## src/rtl/uacc_pkg.sv

```systemverilog
// Shared types and helpers for the unary-rate output accumulator.
// Optional saturation is enabled by defining UACC_SAT_EN.
package uacc_pkg;

  localparam int UACC_WIDTH = 16;
  localparam int UACC_CNTW  = UACC_WIDTH - 1;
  localparam int UACC_ACCW  = 2 * UACC_WIDTH;

  typedef enum logic [1:0] {
    IDLE = 2'd0,
    RUN  = 2'd1,
    DONE = 2'd2
  } uacc_state_e;

  // A programmed length of 0 stands for the full 2^cntw-cycle window.
  function automatic logic [31:0] uacc_decode_len(input logic [31:0] len,
                                                  input int unsigned cntw);
    return (len == 32'd0) ? (32'd1 << cntw) : len;
  endfunction

endpackage

```

## src/rtl/uacc_win_cnt.sv

```systemverilog
// Window sample counter plus ones counter for the unary accumulator.
// Flags the last sample of the window and exposes the ones count including the current bit.
module uacc_win_cnt #(
  parameter int CNTW = 15
) (
  input  logic            clk,
  input  logic            rst,
  input  logic            load,
  input  logic            step,
  input  logic            bit_in,
  input  logic [CNTW-1:0] last_idx,
  output logic [CNTW:0]   ones_next,
  output logic            last
);

  logic [CNTW-1:0] cnt;
  logic [CNTW:0]   ones;
  logic [CNTW:0]   ones_base;

  always_comb begin
    ones_base = load ? '0 : ones;
    ones_next = ones_base + {{CNTW{1'b0}}, bit_in};
    last      = (cnt == last_idx);
  end

  // The ones counter is one bit wider than cnt so a full window of ones never wraps.
  always_ff @(posedge clk or posedge rst) begin
    if (rst) begin
      cnt  <= '0;
      ones <= '0;
    end else if (load) begin
      cnt  <= CNTW'(1);
      ones <= ones_next;
    end else if (step) begin
      cnt  <= cnt + CNTW'(1);
      ones <= ones_next;
    end
  end

endmodule

```

## src/rtl/unary_acc.sv

```systemverilog
// Output-stage accumulator: counts ones in the product bit stream over a window and
// adds/subtracts the count to a latched partial sum. Define UACC_SAT_EN for saturating add/sub.
module unary_acc
  import uacc_pkg::*;
#(
  parameter int WIDTH = UACC_WIDTH,
  parameter int CNTW  = WIDTH - 1,
  parameter int ACCW  = 2 * WIDTH
) (
  input  logic            clk,
  input  logic            rst,
  input  logic            i_start,
  input  logic [CNTW-1:0] i_len,
  input  logic            i_bit,
  input  logic            i_sign,
  input  logic [ACCW-1:0] i_psum,
  output logic [ACCW-1:0] o_psum,
  output logic            o_valid,
  output logic            o_busy
);

  uacc_state_e     state;
  uacc_state_e     state_next;
  logic            accept;
  logic            run;
  logic            finish;
  logic            win_last;
  logic            start_one;
  logic [CNTW-1:0] start_last;
  logic [CNTW-1:0] last_lat;
  logic [CNTW:0]   ones_next;
  logic            sign_lat;
  logic            op_sign;
  logic [ACCW-1:0] psum_lat;
  logic [ACCW-1:0] op_psum;
  logic [ACCW-1:0] ones_ext;
  logic [ACCW-1:0] result;

  uacc_win_cnt #(.CNTW(CNTW)) u_win_cnt (
    .clk       (clk),
    .rst       (rst),
    .load      (accept),
    .step      (run),
    .bit_in    (i_bit),
    .last_idx  (last_lat),
    .ones_next (ones_next),
    .last      (win_last)
  );

  // A start in DONE behaves exactly like one in IDLE, so sample 0 overlaps the DONE cycle.
  always_comb begin
    run        = (state == RUN);
    accept     = i_start && !run;
    start_last = CNTW'(uacc_decode_len(32'(i_len), CNTW) - 32'd1);
    start_one  = (start_last == '0);
    state_next = IDLE;
    if (accept) begin
      state_next = start_one ? DONE : RUN;
    end else if (run) begin
      state_next = win_last ? DONE : RUN;
    end
    finish   = (state_next == DONE);
    op_psum  = accept ? i_psum : psum_lat;
    op_sign  = accept ? i_sign : sign_lat;
    ones_ext = ACCW'(ones_next);
  end

`ifdef UACC_SAT_EN
  logic [ACCW:0] wide;

  // One guard bit suffices: the ones count is far smaller than the accumulator range.
  always_comb begin
    wide = op_sign ? ({op_psum[ACCW-1], op_psum} - {1'b0, ones_ext})
                   : ({op_psum[ACCW-1], op_psum} + {1'b0, ones_ext});
    if (wide[ACCW] != wide[ACCW-1]) begin
      result = wide[ACCW] ? {1'b1, {(ACCW-1){1'b0}}} : {1'b0, {(ACCW-1){1'b1}}};
    end else begin
      result = wide[ACCW-1:0];
    end
  end
`else
  always_comb begin
    result = op_sign ? (op_psum - ones_ext) : (op_psum + ones_ext);
  end
`endif

  always_ff @(posedge clk or posedge rst) begin
    if (rst) begin
      state    <= IDLE;
      last_lat <= '0;
      sign_lat <= 1'b0;
      psum_lat <= '0;
      o_psum   <= '0;
      o_valid  <= 1'b0;
    end else begin
      state   <= state_next;
      o_valid <= finish;
      if (accept) begin
        last_lat <= start_last;
        sign_lat <= i_sign;
        psum_lat <= i_psum;
      end
      if (finish) begin
        o_psum <= result;
      end
    end
  end

  assign o_busy = run;

endmodule

```

## config.mk

```make
export PLATFORM = sky130hd
export DESIGN_NAME = unary_acc
export DESIGN_NICKNAME = d
export VERILOG_FILES = /design/src/rtl/uacc_pkg.sv /design/src/rtl/uacc_win_cnt.sv /design/src/rtl/unary_acc.sv
export SDC_FILE = /design/constraint.sdc
export NUM_CORES = 1
export LEC_CHECK = 0
export ABC_AREA = 1
export CORE_ASPECT_RATIO = 1.1
export CORE_UTILIZATION = 52
export CTS_CLUSTER_DIAMETER = 150
export CTS_CLUSTER_SIZE = 20
export DETAILED_ROUTE_END_ITERATION = 10
export GPL_TIMING_DRIVEN = 0
export PLACE_DENSITY = 0.89
export SYNTH_ARGS = -nofsm -noshare
export SYNTH_HDL_FRONTEND = slang
export SYNTH_SLANG_ARGS = --single-unit
```

## constraint.sdc

```tcl
create_clock -name clk -period 3.9 [get_ports clk]
set_clock_uncertainty 0.15 [all_clocks]
set_input_delay 0.78 -clock clk [delete_from_list [all_inputs] [get_ports clk]]
set_output_delay 0.78 -clock clk [all_outputs]
set_load 0.05 [all_outputs]
```

==> run_results.csv <==
group,metric,value,unit
synth,syn_area,8130,µm²
power,switching_share,43.5,%
synth,synth_edf_count,0,
synth,ys_top_cells_by_count,"nand2_1, inv_1, dfrtp_1, nor2_1, nand3_1",
critical_path,worstPathRequired,4.08,ns
hold_path,min_path_type,"reg -> reg",
synth,yosys.area.top_type,"dfrtp_1",
critical_path,crit_path_start,"state[1]",
synth,ys_async_sr_fraction,100,%
detailed_routing,wl_met2,14200,µm
global_route,track_usage,33.8,%
critical_path,r2r_slack,-0.69,ns
detailed_routing,antenna_left,0,
clock_tree,cts-buffers-inserted,17,
critical_path,crit_slowest_cell,"dfrtp_1",
detailed_routing,wl_met1,10900,µm
floorplanning,initial_core_util,53.6,%
detailed_routing,topRoutingLayerUsed,"met4",
clock_tree,cts_sinks,114,
floorplanning,coreArea,15200,µm²
power,intPower,4.04,mW
detailed_routing,wl_met3,2550,µm
timing,fin_crit_sh,118,%
timing,setup_slack,-0.691,ns
finish,multiInputGateArea,5780,µm²
power,power_switching,3.12,mW
placed_design,hpwl,18000,µm
clock_tree,cts_root_buf,"clkbuf_16",
global_route,grt_max_degree,42,
clock_tree,clk_pin_slew,0.06,ns
synth,ys_ff_latch,114,
critical_path,r2r_end,"o_psum[30]",
critical_path,crit_type,"reg -> reg",
synth,ys_seq_area_share,35.1,%
synth,synth_area_per_cell,7.05,µm²
timing,tightest_slew,0.847,ns
critical_path,path_common_cell,"nand2_1",
critical_path,slowest_delay,0.37,ns
placed_design,port_buffers,85,
finish,nFillCells,1024,
outcome,violations,"negative setup slack",
floorplanning,die_h,133,µm
floorplanning,fp.dieW,121,µm
clock_tree,clk_path_buf_depth,2,
timing,setup_viol,26,
critical_path,critPathCapture,"o_psum[30]",
power,seqPwrFrac,21.1,%
global_route,grt_pass1_wl,42300,µm
critical_path,cp-end-kind,"register",
clock_tree,cts_tree,"yes",
synth,synthTopCellsByArea,"dfrtp_1, nand2_1, ha_1, inv_1, nand3_1",
power,p_clk_share,24.6,%
placed_design,post-place-ws,-1.81,ns
finish,layout-drive-gt1-share,26.6,%
synth,synth_cell_type_count,50,
finish,seq_area,2850,µm²
timing,finalCriticalPeriod,4.59,ns
global_route,grt_pass1_vias,8536,
power,power,7.16,mW
timing,rsz0062_at_grt,"yes",
timing,final_hold_viol_count,0,
global_route,antenna_found_initial,0,
critical_path,worstReg2RegStart,"state[1]",
power,ir_drop,457,µV
clock_tree,cts.hold.buffers_added,0,
floorplanning,io_pins,86,
outcome,status,"finished with violations",
timing,maxSlewHeadroom,43.4,%
job,cap_violations,0,
synth,yosysTopAreaCellShare,35.1,%
synth,ys.flop_type,"dfrtp_1",
finish,area_growth,41.9,%
critical_path,crit_arrival,4.77,ns
global_route,overflow,0,
synth,synthCells,1153,
detailed_routing,wl_per_cell,19.7,µm
timing,clock.fmax,218,MHz
critical_path,reg2reg_depth,31,
critical_path,startpoint_type,"register",
finish,fin_nets,1406,
floorplanning,num_rows,47,
floorplanning,dieArea,16100,µm²
power,cellLeakagePower,5.48,nW
synth,synth_fp_nets,1244,
detailed_routing,drcViolationCount,0,
clock_tree,insertion_delay,0.44,ns
timing,drv_slew,0,
detailed_routing,drtPass1Iterations,6,
detailed_routing,postRouteWirelength,30000,µm
detailed_routing,via_per_inst,6.05,
clock_tree,htree_levels,4,
detailed_routing,vias,9217,
finish,antenna_cells,0,
power,p_comb_share,54.3,%
critical_path,path_max_fanout,5,
detailed_routing,drt-initial-drc-count,1140,
power,p_per_area,621,nW/µm²
synth,yosysMostFrequentCell,"nand2_1",
placed_design,gp_congestion,0.962,
synth,ys_warn_count,0,
==> worst max-delay path: cells and delay by family (launching register included) <==
kind / cells / cell delay, ns
AOI/OAI and AO/OA: 1 / 0.32
adders and majority gates: 2 / 0.52
DFF: 1 / 0.37
and+or+nand+nor: 19 / 2.29
buffers and inverters: 9 / 0.83
==> power by group through the flow <==
stage	Sequential [mW]	Combinational, mW	Clock, mW
6_report	1.51	3.89	1.76
3_3_place_gp	1.51	2.36	0
5_1_grt	1.53	4.11	1.82
3_5_place_dp	1.52	2.41	0
2_1_floorplan	1.53	1.75	0
4_1_cts	1.50	3.04	1.74
==> per-layer routing <==
metal  vias up  track usage, %
li1       4069               -
met1      4286            42.1
met3       213            5.22
met4         0            16.9
met5         -               0
met2       649            56.7
==> how the worst min path moves through the flow <==
stage | start | endpoint | cells past startpoint
after detailed placement | o_psum[20] | o_psum[20] | 2
after CTS | o_psum[20] | o_psum[20] | 2
after global routing | o_psum[20] | o_psum[20] | 2
after floorplan | psum_lat[10] | psum_lat[10] | 2
final | o_psum[20] | o_psum[20] | 2
after global placement | o_psum[16] | o_psum[16] | 2
==> metrics by stage <==
| step | TNS (ns) | hold slack [ns] | cell area, µm² | std cells | utilization (%) |
|---|---|---|---|---|---|
| global placement | -40.48 | 0.306 | 9390 | 1434 | 61.9 |
| finish | -12.79 | 0.317 | 11500 | 1524 | 76.0 |
| floorplan | -5.88 | 0.298 | 8290 | 1153 | - |
| global route | -17.03 | 0.327 | 11500 | 1524 | 76.0 |
| detailed placement | -42.00 | 0.308 | 9430 | 1436 | 62.1 |
| CTS | -4.36 | 0.322 | 10900 | 1506 | 72.1 |
==> cell usage in the layout, fill, tap and decap left out, drive strengths merged, types with 15 or more instances in the layout <==
cell and instances:
a21oi 44, buf 77, clkbuf 26, clkdlybuf4s50 84, dfrtp 114, ha 38, inv 125, nand2 406
nand3 77, nand3b 16, nand4 29, nor2 96, nor3 15, o21ai 81, xnor2 16, xor2 27
==> cells by family (layout without fill, tap and decap cells) <==
| group | after synthesis | count (layout) | share of synthesized area [%] |
|---|---|---|---|
| xor gates and xnor gates | 43 | 43 | 4.86 |
| AOI/OAI and AO/OA | 155 | 155 | 10.3 |
| adders and majority gates | 39 | 39 | 6.10 |
| buffers and inverters | 153 | 327 | 7.77 |
| and+or+nand+nor | 649 | 650 | 35.8 |
| DFF | 114 | 114 | 35.1 |
==> repair_timing <==
item,CTS,global route
cloned,1,0
pin swaps,75,58
resized for setup,154,105
setup endpoints to repair,30,26
setup buffers,38,18
==> layout make-up <==
class | count | area share (%)
sequential | 114 | 24.7
multi-input combinational | 887 | 50.1
clock inverter | 13 | 1.80
clock buffer | 19 | 3.84
tap | 196 | 2.13
buffer | 25 | 1.46
inverter | 127 | 4.25
timing repair buffer | 143 | 11.7
==> state kept, by name, summed over array words and instances, names as in the netlist <==
signal          flops
sign_lat            1
o_valid             1
state               2
last_lat           15
u_win_cnt.ones     16
u_win_cnt.cnt      15
psum_lat           32
o_psum             32
(Power assumes the default switching activity.)
